## config.mk

```make
export PLATFORM = sky130hd
export DESIGN_NAME = ped_crossing
export DESIGN_NICKNAME = d
export VERILOG_FILES = /design/src/rtl/ped_crossing_pkg.sv /design/src/rtl/ped_crossing_sync.sv /design/src/rtl/ped_crossing.sv
export SDC_FILE = /design/constraint.sdc
export NUM_CORES = 1
export LEC_CHECK = 0
export CORE_ASPECT_RATIO = 1.1
export CORE_MARGIN = 2
export CORE_UTILIZATION = 53
export CTS_CLUSTER_DIAMETER = 30
export DETAILED_ROUTE_END_ITERATION = 8
export GPL_TIMING_DRIVEN = 0
export PLACE_DENSITY = 0.76
export SYNTH_ARGS = -nofsm -noshare
export SYNTH_HDL_FRONTEND = slang
export SYNTH_SLANG_ARGS = --single-unit
export TNS_END_PERCENT = 100
```

## constraint.sdc

```tcl
create_clock -name clk -period 2.21 [get_ports clk]
set_input_delay 0.5525 -clock clk [delete_from_list [all_inputs] [get_ports clk]]
set_output_delay 0.5525 -clock clk [all_outputs]
set_load 0.05 [all_outputs]
```

## src/rtl/ped_crossing_pkg.sv

```systemverilog
// ped_crossing_pkg: state encoding, counter width and default phase durations for ped_crossing.
package ped_crossing_pkg;

    localparam int CNT_W          = 8;
    localparam int GREEN_MIN_DEF  = 16;
    localparam int AMBER_CYC_DEF  = 4;
    localparam int WALK_CYC_DEF   = 12;
    localparam int RA_CYC_DEF     = 2;
    localparam int FLASH_CYC_DEF  = 8;
    localparam int FLASH_HALF_DEF = 2;

    typedef enum logic [2:0] {
        S_GREEN     = 3'd0,
        S_AMBER     = 3'd1,
        S_RED       = 3'd2,
        S_RED_AMBER = 3'd3
`ifdef PED_FLASH_EN
        ,
        S_FLASH     = 3'd4
`endif
    } state_t;

    function automatic logic [CNT_W-1:0] dur_m1(input int cyc);
        return CNT_W'(cyc - 1);
    endfunction

endpackage

```

## src/rtl/ped_crossing_sync.sv

```systemverilog
// sync2: two-flop synchroniser for the asynchronous push-button.
module sync2 (
    input  logic clk,
    input  logic rst_n,
    input  logic d,
    output logic q
);

    logic s1_q, s1_d, s2_q, s2_d;

    always_comb begin
        s1_d = d;
        s2_d = s1_q;
    end

    always_ff @(posedge clk or negedge rst_n) begin
        if (!rst_n) begin
            s1_q <= 1'b0;
            s2_q <= 1'b0;
        end else begin
            s1_q <= s1_d;
            s2_q <= s2_d;
        end
    end

    assign q = s2_q;

endmodule

```

## src/rtl/ped_crossing.sv

```systemverilog
// ped_crossing: pedestrian crossing controller (green/amber/red-walk/red-amber).
// Define PED_FLASH_EN to replace RED_AMBER with a flashing amber/walk phase.
module ped_crossing
    import ped_crossing_pkg::*;
#(
    parameter int GREEN_MIN  = GREEN_MIN_DEF,
    parameter int AMBER_CYC  = AMBER_CYC_DEF,
    parameter int WALK_CYC   = WALK_CYC_DEF,
    parameter int RA_CYC     = RA_CYC_DEF,
    parameter int FLASH_CYC  = FLASH_CYC_DEF,
    parameter int FLASH_HALF = FLASH_HALF_DEF
) (
    input  logic clk,
    input  logic rst_n,
    input  logic button,
    output logic r,
    output logic a,
    output logic g,
    output logic walk,
    output logic wait_lamp
);

    state_t           state_q, state_d;
    logic [CNT_W-1:0] cnt_q, cnt_d;
    logic             req_q, req_d;
    logic             btn_s, done, blocked;

    sync2 u_sync (
        .clk  (clk),
        .rst_n(rst_n),
        .d    (button),
        .q    (btn_s)
    );

    assign done = cnt_q == '0;

    always_comb begin
        state_d = state_q;
        cnt_d   = done ? cnt_q : cnt_q - 1'b1;
        case (state_q)
            S_GREEN: if (done && req_q) begin
                state_d = S_AMBER;
                cnt_d   = dur_m1(AMBER_CYC);
            end
            S_AMBER: if (done) begin
                state_d = S_RED;
                cnt_d   = dur_m1(WALK_CYC);
            end
`ifdef PED_FLASH_EN
            S_RED: if (done) begin
                state_d = S_FLASH;
                cnt_d   = dur_m1(FLASH_CYC);
            end
            S_FLASH: if (done) begin
                state_d = S_GREEN;
                cnt_d   = dur_m1(GREEN_MIN);
            end
`else
            S_RED: if (done) begin
                state_d = S_RED_AMBER;
                cnt_d   = dur_m1(RA_CYC);
            end
            S_RED_AMBER: if (done) begin
                state_d = S_GREEN;
                cnt_d   = dur_m1(GREEN_MIN);
            end
`endif
            default: begin
                state_d = S_GREEN;
                cnt_d   = dur_m1(GREEN_MIN);
            end
        endcase
    end

`ifdef PED_FLASH_EN
    assign blocked = state_q == S_RED || state_q == S_FLASH;
`else
    assign blocked = state_q == S_RED;
`endif

    // Entering (or sitting in) RED clears the request, beating a same-cycle press.
    always_comb begin
        req_d = req_q;
        if (state_d == S_RED) req_d = 1'b0;
        else if (!blocked) req_d = req_q | btn_s;
    end

    always_ff @(posedge clk or negedge rst_n) begin
        if (!rst_n) begin
            state_q <= S_GREEN;
            cnt_q   <= dur_m1(GREEN_MIN);
            req_q   <= 1'b0;
        end else begin
            state_q <= state_d;
            cnt_q   <= cnt_d;
            req_q   <= req_d;
        end
    end

`ifdef PED_FLASH_EN
    logic             flash_on_q, flash_on_d;
    logic [CNT_W-1:0] half_q, half_d;

    always_comb begin
        flash_on_d = flash_on_q;
        half_d     = half_q;
        if (state_d == S_FLASH && state_q != S_FLASH) begin
            flash_on_d = 1'b1;
            half_d     = dur_m1(FLASH_HALF);
        end else if (state_q == S_FLASH) begin
            flash_on_d = half_q == '0 ? ~flash_on_q : flash_on_q;
            half_d     = half_q == '0 ? dur_m1(FLASH_HALF) : half_q - 1'b1;
        end
    end

    always_ff @(posedge clk or negedge rst_n) begin
        if (!rst_n) begin
            flash_on_q <= 1'b0;
            half_q     <= '0;
        end else begin
            flash_on_q <= flash_on_d;
            half_q     <= half_d;
        end
    end

    assign a    = state_q == S_AMBER || (state_q == S_FLASH && flash_on_q);
    assign walk = state_q == S_RED || (state_q == S_FLASH && flash_on_q);
`else
    assign a    = state_q == S_AMBER || state_q == S_RED_AMBER;
    assign walk = state_q == S_RED;
`endif

    assign g         = state_q == S_GREEN;
    assign r         = state_q == S_RED || state_q == S_RED_AMBER;
    assign wait_lamp = req_q;

endmodule
```

# Word level (Yosys, flattened, before mapping)
# Index checks and enable logic that the tools add are counted.
# totals
register_bits,14
in_bits,3
out_inout_bits,5
wordCells,30
# op_classes
add_sub_neg,1
n_eq_ne,5
n_mux,13
n_bitwise,1
reduce_logical,5
# ops
op,count
$mux 8,5
$pmux 8 s4,1
$mux 3,4
$pmux 3 s4,1
$eq 3x2->1 const B,3
$logic_not 8->1,1
$sub 8x1->8 const B,1
$eq 3x1->1 const B,1
$logic_not 3->1,1
$logic_or 1x1->1,2
$mux 1,2
$ne 2x1->1 const B,1
$logic_and 1x1->1,1
$or 1x1->1,1

# Longest topological paths before layout
# Gate-level depths: netlist (run 1).
# depth
depth_word,6
depth_mapped,8

# Hierarchy
# A second synthesis (run 1) with hierarchy kept.
# hier_totals
cells_unflattened,80
hier_area_um2,759.5
# modules_own_cells
module,n_inst,cells_per_inst,area_each_um2
ped_crossing,1,78,709.4
sync2,1,2,50.0

# Worst setup path before layout (run 1)
# Ideal clock, no wire load.
# synth_path
path_type,flip-flop to output port
startpoint,register state_q[2]
endpoint,output port g
arrival_ps,1652
required_time_ps,1657
path_slack_ps,5
stages_incl_launch_ff,3
cell_sequence,dfrtp_1 clkbuf_1 nor3_1
# synth_between
elab_chain_len,1
# synth_lines
element,line_no,source
start: declaration,ped_crossing.sv:23,"state_t state_q, state_d;"
start signal: assignment,ped_crossing.sv:94,state_q <= state_d;
$logic_not 3->1,ped_crossing.sv:133,assign g = state_q == S_GREEN;
end: declaration,ped_crossing.sv:18,"output logic g,"
# Every way passes these cells.

# Worst setup path in the final report (run 1)
# layout_path
startpoint,register state_q[1]
endpoint,output port walk
# layout_between
elab_chain_len,1
# layout_lines
element,line_no,source
$eq 3x2->1,ped_crossing.sv:130,assign walk = state_q == S_RED;
end: declaration,ped_crossing.sv:19,"output logic walk,"
# Every way passes these cells.

==> reports/summary.txt, run 1 <==
CTS Hold Bufs: 0
Max Slew Vio Count: 0
Die W: 40.1 um
Post-CTS Setup Bufs: 0
Netlist Area Pre-Place: 759 um2
total number of yosys warnings: 0
top-count cell post-synth: dfrtp_1
EDFF count, synth: 0
prevailing post-synth register cell: dfrtp_1
grt total ovfl: 0
CP max stage cell: or3b_2
P&R area growth vs syn: 15.5%
wire per inst: 14.4 um
RSZ-0062 raised after global routing: no
PwrDens: 576 nW/um2
met2 WL: 717 um
Core Area: 1350 um2
maximum vdd drop: 0.000355 V
IO Pins: 8
Tot Pwr: 0.505 mW
initial antenna violation count: 0
# setup viols final: 0
static leakage: 0.367 nW
Clk pin slew, worst setup/hold paths: 80 ps
Hold Path Class: reg2reg
clk sink count: 14
CTS buffer count: 3
Worst R2R Setup Slack: 160 ps
via count: 635
final hold violations: 0
Root Buffer: clkbuf_4
antenna diode count: 0
CTS tree: done
outcome: finished clean
met3 wire len: 49 um
vias per cell: 5.99
Total Routed Length: 1530 um
crit-path max cell delay: 490 ps
f_max: 470 MHz
startpoint types: flop
Worst Path Buf+Inv: 3
Final WS setup: 82.8 ps
final core occ: 65.0%
CP Cell Sequence: clkbuf_2 > or3b_2 > inv_1 > buf_4
Cells after Synth: 80
All-Layer GR Usage: 21.4%
largest net degree at the start of global routing: 15
Yosys top cell area share: 32.9%
ys async rst share: 100%
Worst EP required: 1660 ps
Cell Rows: 14
critical path type: reg2out
Setup crit end kind: primary output
Filler cells: 124
wl on met1: 727 um
top sig layer: met4
clock buffer depth: 2
Remaining DRCs: 0
#FFs+latches synth: 14
Post-synth top cells: dfrtp_1 (10), a21oi_1 (9), inv_1 (8), nor2_1 (5), o21ai_0 (5)
Yosys top cell by area: dfrtp_1
Rel. slew slack: 28.4%
number of global-route vias before repair: 601
antenna-violating nets left: 0
post_cts resized: 15
CP Data Arrival Time: 1570 ps
CTS H-tree depth: 1
full die area: 1750 um2
first-pass GRT wire length: 2530 um
DP Worst Slack: -307 ps
CP max FO: 9
GPL Wtd Cong: 0.745
top cells by area, synth: dfrtp_1 (33%), dfstp_2 (14%), a21oi_1 (5.9%)
Detail Placement HPWL: 1070 um
synth unique cells: 30
share of cells above drive strength 1: 20.0%
register area share after synthesis: 46.8%
die height: 43.7 um
Syn Area/Cell: 9.49 um2
crit share post-route: 96.3%
input/output buffers: 7
DR pass1 iterations: 4
clock skew: 0.540 ps
actual slew at the worst max-slew pin: 1060 ps
Period minus WS final: 2130 ps
delay-heaviest family, CP: simple AND/OR/NAND/NOR gates
max cap viols: 0
Initial Utilization: 56.3%
Clk Latency, worst-skew pair: 280 ps
Final #Nets: 97
Iter 0 DRT Violations: 9
Syn Nets: 86
[sequential cells by signal (all words and copies together) (netlist names)]
register     flops
u_sync.q         1
cnt_q            8
state_q          3
wait_lamp        1
u_sync.s1_q      1
[layout by cell type, fill, tap and decap left out, drive strengths merged, types with 3 or more instances in the layout]
cell type      Yosys  final
dfrtp             10     10
a21oi              9      9
inv                8      8
clkbuf             3      7
nor2               5      5
o21ai              5      5
nor3               4      4
dfstp              4      4
or4                4      4
o2111ai            3      3
ha                 3      3
clkdlybuf4s50      0      3
[cells by family (layout without fill, tap and decap cells)]
| family | count (synthesis) | after routing | share of synthesized area [%] |
|---|---|---|---|
| xor+xnor | 2 | 2 | 2.31 |
| fa+ha+maj | 3 | 3 | 4.94 |
| flops | 14 | 14 | 46.8 |
| other cells | 1 | 1 | 0.494 |
| buf+inv | 11 | 21 | 5.44 |
| compound gates | 25 | 25 | 20.9 |
| simple gates | 24 | 24 | 19.1 |
[where the power goes]
part	total (mW)	internal [mW]	switching [mW]
Sequential	0.276	0.267	0.00884
Clock	0.185	0.100	0.0848
Combinational	0.0434	0.0172	0.0263
[layer usage]
layer  vias to the layer above  global-route usage (%)
li1                        318                       -
met1                       297                    27.4
met2                        15                    34.2
met3                         5                    3.08
met4                         0                    10.3
met5                         -                       0
[final timing paths]
check,from,to,cells after the start
max,state_q[1]$_DFF_PN0_,walk,4
min,u_sync.s1_q$_DFF_PN0_,u_sync.q$_DFF_PN0_,0
max reg2reg,cnt_q[0]$_DFF_PN1_,cnt_q[2]$_DFF_PN1_,5
min reg2reg,u_sync.s1_q$_DFF_PN0_,u_sync.q$_DFF_PN0_,0
max in group asynchronous,rst_n,state_q[2]$_DFF_PN0_,1
min in group asynchronous,rst_n,cnt_q[5]$_DFF_PN0_,1
[per-stage QoR]
| step | instances | setup TNS, ps | hold slack [ps] | area [um2] |
|---|---|---|---|---|
| 3_5_place_dp | 103 | -330 | 350 | 850 |
| 2_1_floorplan | 80 | 0 | 257 | 759 |
| 6_report | 106 | 0 | 364 | 877 |
| 5_1_grt | 106 | 0 | 384 | 877 |
| 3_3_place_gp | 103 | -298 | 344 | 850 |
| 4_1_cts | 107 | 0 | 369 | 886 |
[cell type report]
type / instances / area, um2 / share of cell area, %
Multi-Input combinational cell: 55 / 363 / 41.4
Timing Repair Buffer: 7 / 62.6 / 7.13
Tap cell: 16 / 20.0 / 2.28
Sequential cell: 14 / 355 / 40.5
Buffer: 2 / 10.0 / 1.14
Clock buffer: 4 / 36.3 / 4.14
Inverter: 8 / 30.0 / 3.42
No activity file was read; power rests on OpenSTA's default activity.
==> inputs of run 2 (changes only) <==
--- a/config.mk
+++ b/config.mk
@@ -12,6 +12,7 @@
 export DETAILED_ROUTE_END_ITERATION = 8
 export GPL_TIMING_DRIVEN = 0
 export PLACE_DENSITY = 0.76
+export RECOVER_POWER = 100
 export SYNTH_ARGS = -nofsm -noshare
 export SYNTH_HDL_FRONTEND = slang
 export SYNTH_SLANG_ARGS = --single-unit
==> run 2 against run 1 <==
Effect of this change:
- via count unchanged
- maximum frequency stayed put
- combinational power down 2%
- first-iteration DRC count is the same
- sequential share of layout area stayed put
- global-route usage is the same
- clock power hardly changed
- register-to-register slack about the same
- flip-flop and latch count did not move
- highest routed layer unchanged
- clock skew did not move
- setup slack is the same
- total power is 0.14% lower
==> reports/summary.txt, run 2 (synthesized netlist as in run 1, its figures left out) <==
Cell Int Power: 0.384 mW (-0.18%)
max reg flops: 8 (unchanged)
outcome: finished clean
NetSw: 0.120 mW (unchanged)
HP Start: u_sync.s1_q$_DFF_PN0_
antenna-violating nets left: 0 (unchanged)
vias per cell: 5.99 (unchanged)
Root Buffer: clkbuf_4
Detail Placement HPWL: 1070 um (unchanged)
share of cells above drive strength 1: 20.0% (unchanged)
P&R area growth vs syn: 15.5% (unchanged)
Die W: 40.1 um (unchanged)
PwrDens: 575 nW/um2 (-0.14%)
Remaining DRCs: 0 (unchanged)
Core Area: 1350 um2 (unchanged)
f_max: 470 MHz (unchanged)
wire per inst: 14.4 um (about the same)
reg2reg end: cnt_q[2]$_DFF_PN1_
CTS buffer count: 3 (unchanged)
full die area: 1750 um2 (unchanged)
Setup crit end kind: primary output
GPL Wtd Cong: 0.745 (unchanged)
via count: 635 (unchanged)
crit share post-route: 96.3% (unchanged)
critical path type: reg2out
actual slew at the worst max-slew pin: 1060 ps (unchanged)
Tot Pwr: 0.504 mW (-0.14%)
input/output buffers: 7 (unchanged)
largest net degree at the start of global routing: 15 (unchanged)
Hold Path Class: reg2reg
Comb pwr share: 8.5% (about the same)
most frequent cells in the layout: dfrtp_1 (10), a21oi_1 (9), inv_1 (8), nor2_1 (5), o21ai_0 (5)
CP Data Arrival Time: 1570 ps (about the same)
RSZ-0062 raised after global routing: no
first-pass GRT wire length: 2530 um (unchanged)
number of global-route vias before repair: 601 (unchanged)
All-Layer GR Usage: 21.4% (unchanged)
sequential group share of total power: 54.8% (about the same)
Final #Nets: 97 (unchanged)
final hold violations: 0 (unchanged)
Max Slew Vio Count: 0 (unchanged)
Worst EP required: 1660 ps (about the same)
most common cell after layout, fill and taps aside: dfrtp_1
Min-Delay Path Depth: 0 (unchanged)
CTS Hold Bufs: 0 (unchanged)
max cap viols: 0 (unchanged)
hold path endpoint: u_sync.q$_DFF_PN0_
Initial Utilization: 56.3% (unchanged)
# setup viols final: 0 (unchanged)
Iter 0 DRT Violations: 9 (unchanged)
CP max FO: 9 (unchanged)
Filler cells: 124 (unchanged)
Total Routed Length: 1530 um (about the same)
Cell Rows: 14 (unchanged)
hold slack final: 364 ps (unchanged)
clk sink count: 14 (unchanged)
CTS tree: done
startpoint types: flop
RR Startpoint: cnt_q[0]$_DFF_PN1_
maximum vdd drop: 0.000355 V (about the same)
Worst R2R Path Depth: 5 (unchanged)
Post-CTS Setup Bufs: 0 (unchanged)
Worst R2R Setup Slack: 160 ps (about the same)
placed cell areas: 850 um2 (unchanged)
Final Instance Count excl. Fillers: 106 (unchanged)
Rel. slew slack: 28.4% (unchanged)
IO Pins: 8 (unchanged)
static leakage: 0.367 nW (+0.14%)
antenna diode count: 0 (unchanged)
initial antenna violation count: 0 (unchanged)
Clk pin slew, worst setup/hold paths: 80 ps (about the same)
die height: 43.7 um (unchanged)
Cells after DPL: 103 (unchanged)
clock skew: 0.540 ps (unchanged)
Clk Latency, worst-skew pair: 280 ps (about the same)
Most flops, register: cnt_q
power share of the clock group: 36.7% (about the same)
Period minus WS final: 2130 ps (unchanged)
DR pass1 iterations: 4 (unchanged)
biggest regs: cnt_q (8), state_q (3)
clock buffer depth: 2 (unchanged)
switching share of power: 23.8% (+0.033 points)
grt total ovfl: 0 (unchanged)
CTS H-tree depth: 1 (unchanged)
Fin Setup TNS: 0 ps (unchanged)
final instance area: 877 um2 (unchanged)
run 2: final cells by class:
class / count / area, um2 / area share [%]
repair buffers: 7 / 62.6 / 7.13
well taps: 16 / 20.0 / 2.28
inverters: 8 / 30.0 / 3.42
flip-flops and latches: 14 / 355 / 40.5
plain buffers: 2 / 10.0 / 1.14
clock buffers: 4 / 36.3 / 4.14
multi-input cells: 55 / 363 / 41.4
run 2: critical path: stages (launching register included):
cell and delay, ps:
dfrtp_1 340, clkbuf_2 190, or3b_2 490, inv_1 70, buf_4 190
run 2: power by group through the flow:
stage / registers (mW) / logic [mW] / clock network (mW)
6_report: 0.276 / 0.0427 / 0.185
5_1_grt: 0.278 / 0.0488 / 0.200
4_1_cts: 0.276 / 0.0438 / 0.189
3_5_place_dp: 0.281 / 0.0436 / 0
3_3_place_gp: 0.280 / 0.0425 / 0
2_1_floorplan: 0.278 / 0.0279 / 0
run 2: how the worst max path moves through the flow:
stage / startpoint / to / cells after the start
floorplan: state_q[2]$_DFF_PN0_ / g / 2
global route: state_q[1]$_DFF_PN0_ / walk / 4
detailed placement: state_q[1]$_DFF_PN0_ / walk / 4
CTS: state_q[0]$_DFF_PN0_ / a / 4
finish: state_q[1]$_DFF_PN0_ / walk / 4
global placement: state_q[1]$_DFF_PN0_ / walk / 4
run 2: layer usage:
layer  vias up  share of wire (%)  GRT usage (%)
met2        15                 47           34.2
met5         -                  0              0
met1       297                 48           27.4
li1        318                  -              -
met3         5                3.2           3.08
met4         0                2.0           10.3
run 2: what timing repair did:
| action | CTS | global route |
|---|---|---|
| setup endpoints to repair | 4 | 2 |
| resized for setup | 15 | 1 |
| hold endpoints to repair | 0 | 0 |
run 2: per-stage QoR:
step	util, %	setup slack, ps
finish	65.0	82.8
global route	65.0	25.4
CTS	65.7	8.03
detailed placement	63.0	-307
global placement	63.0	-285
floorplan	-	5.49
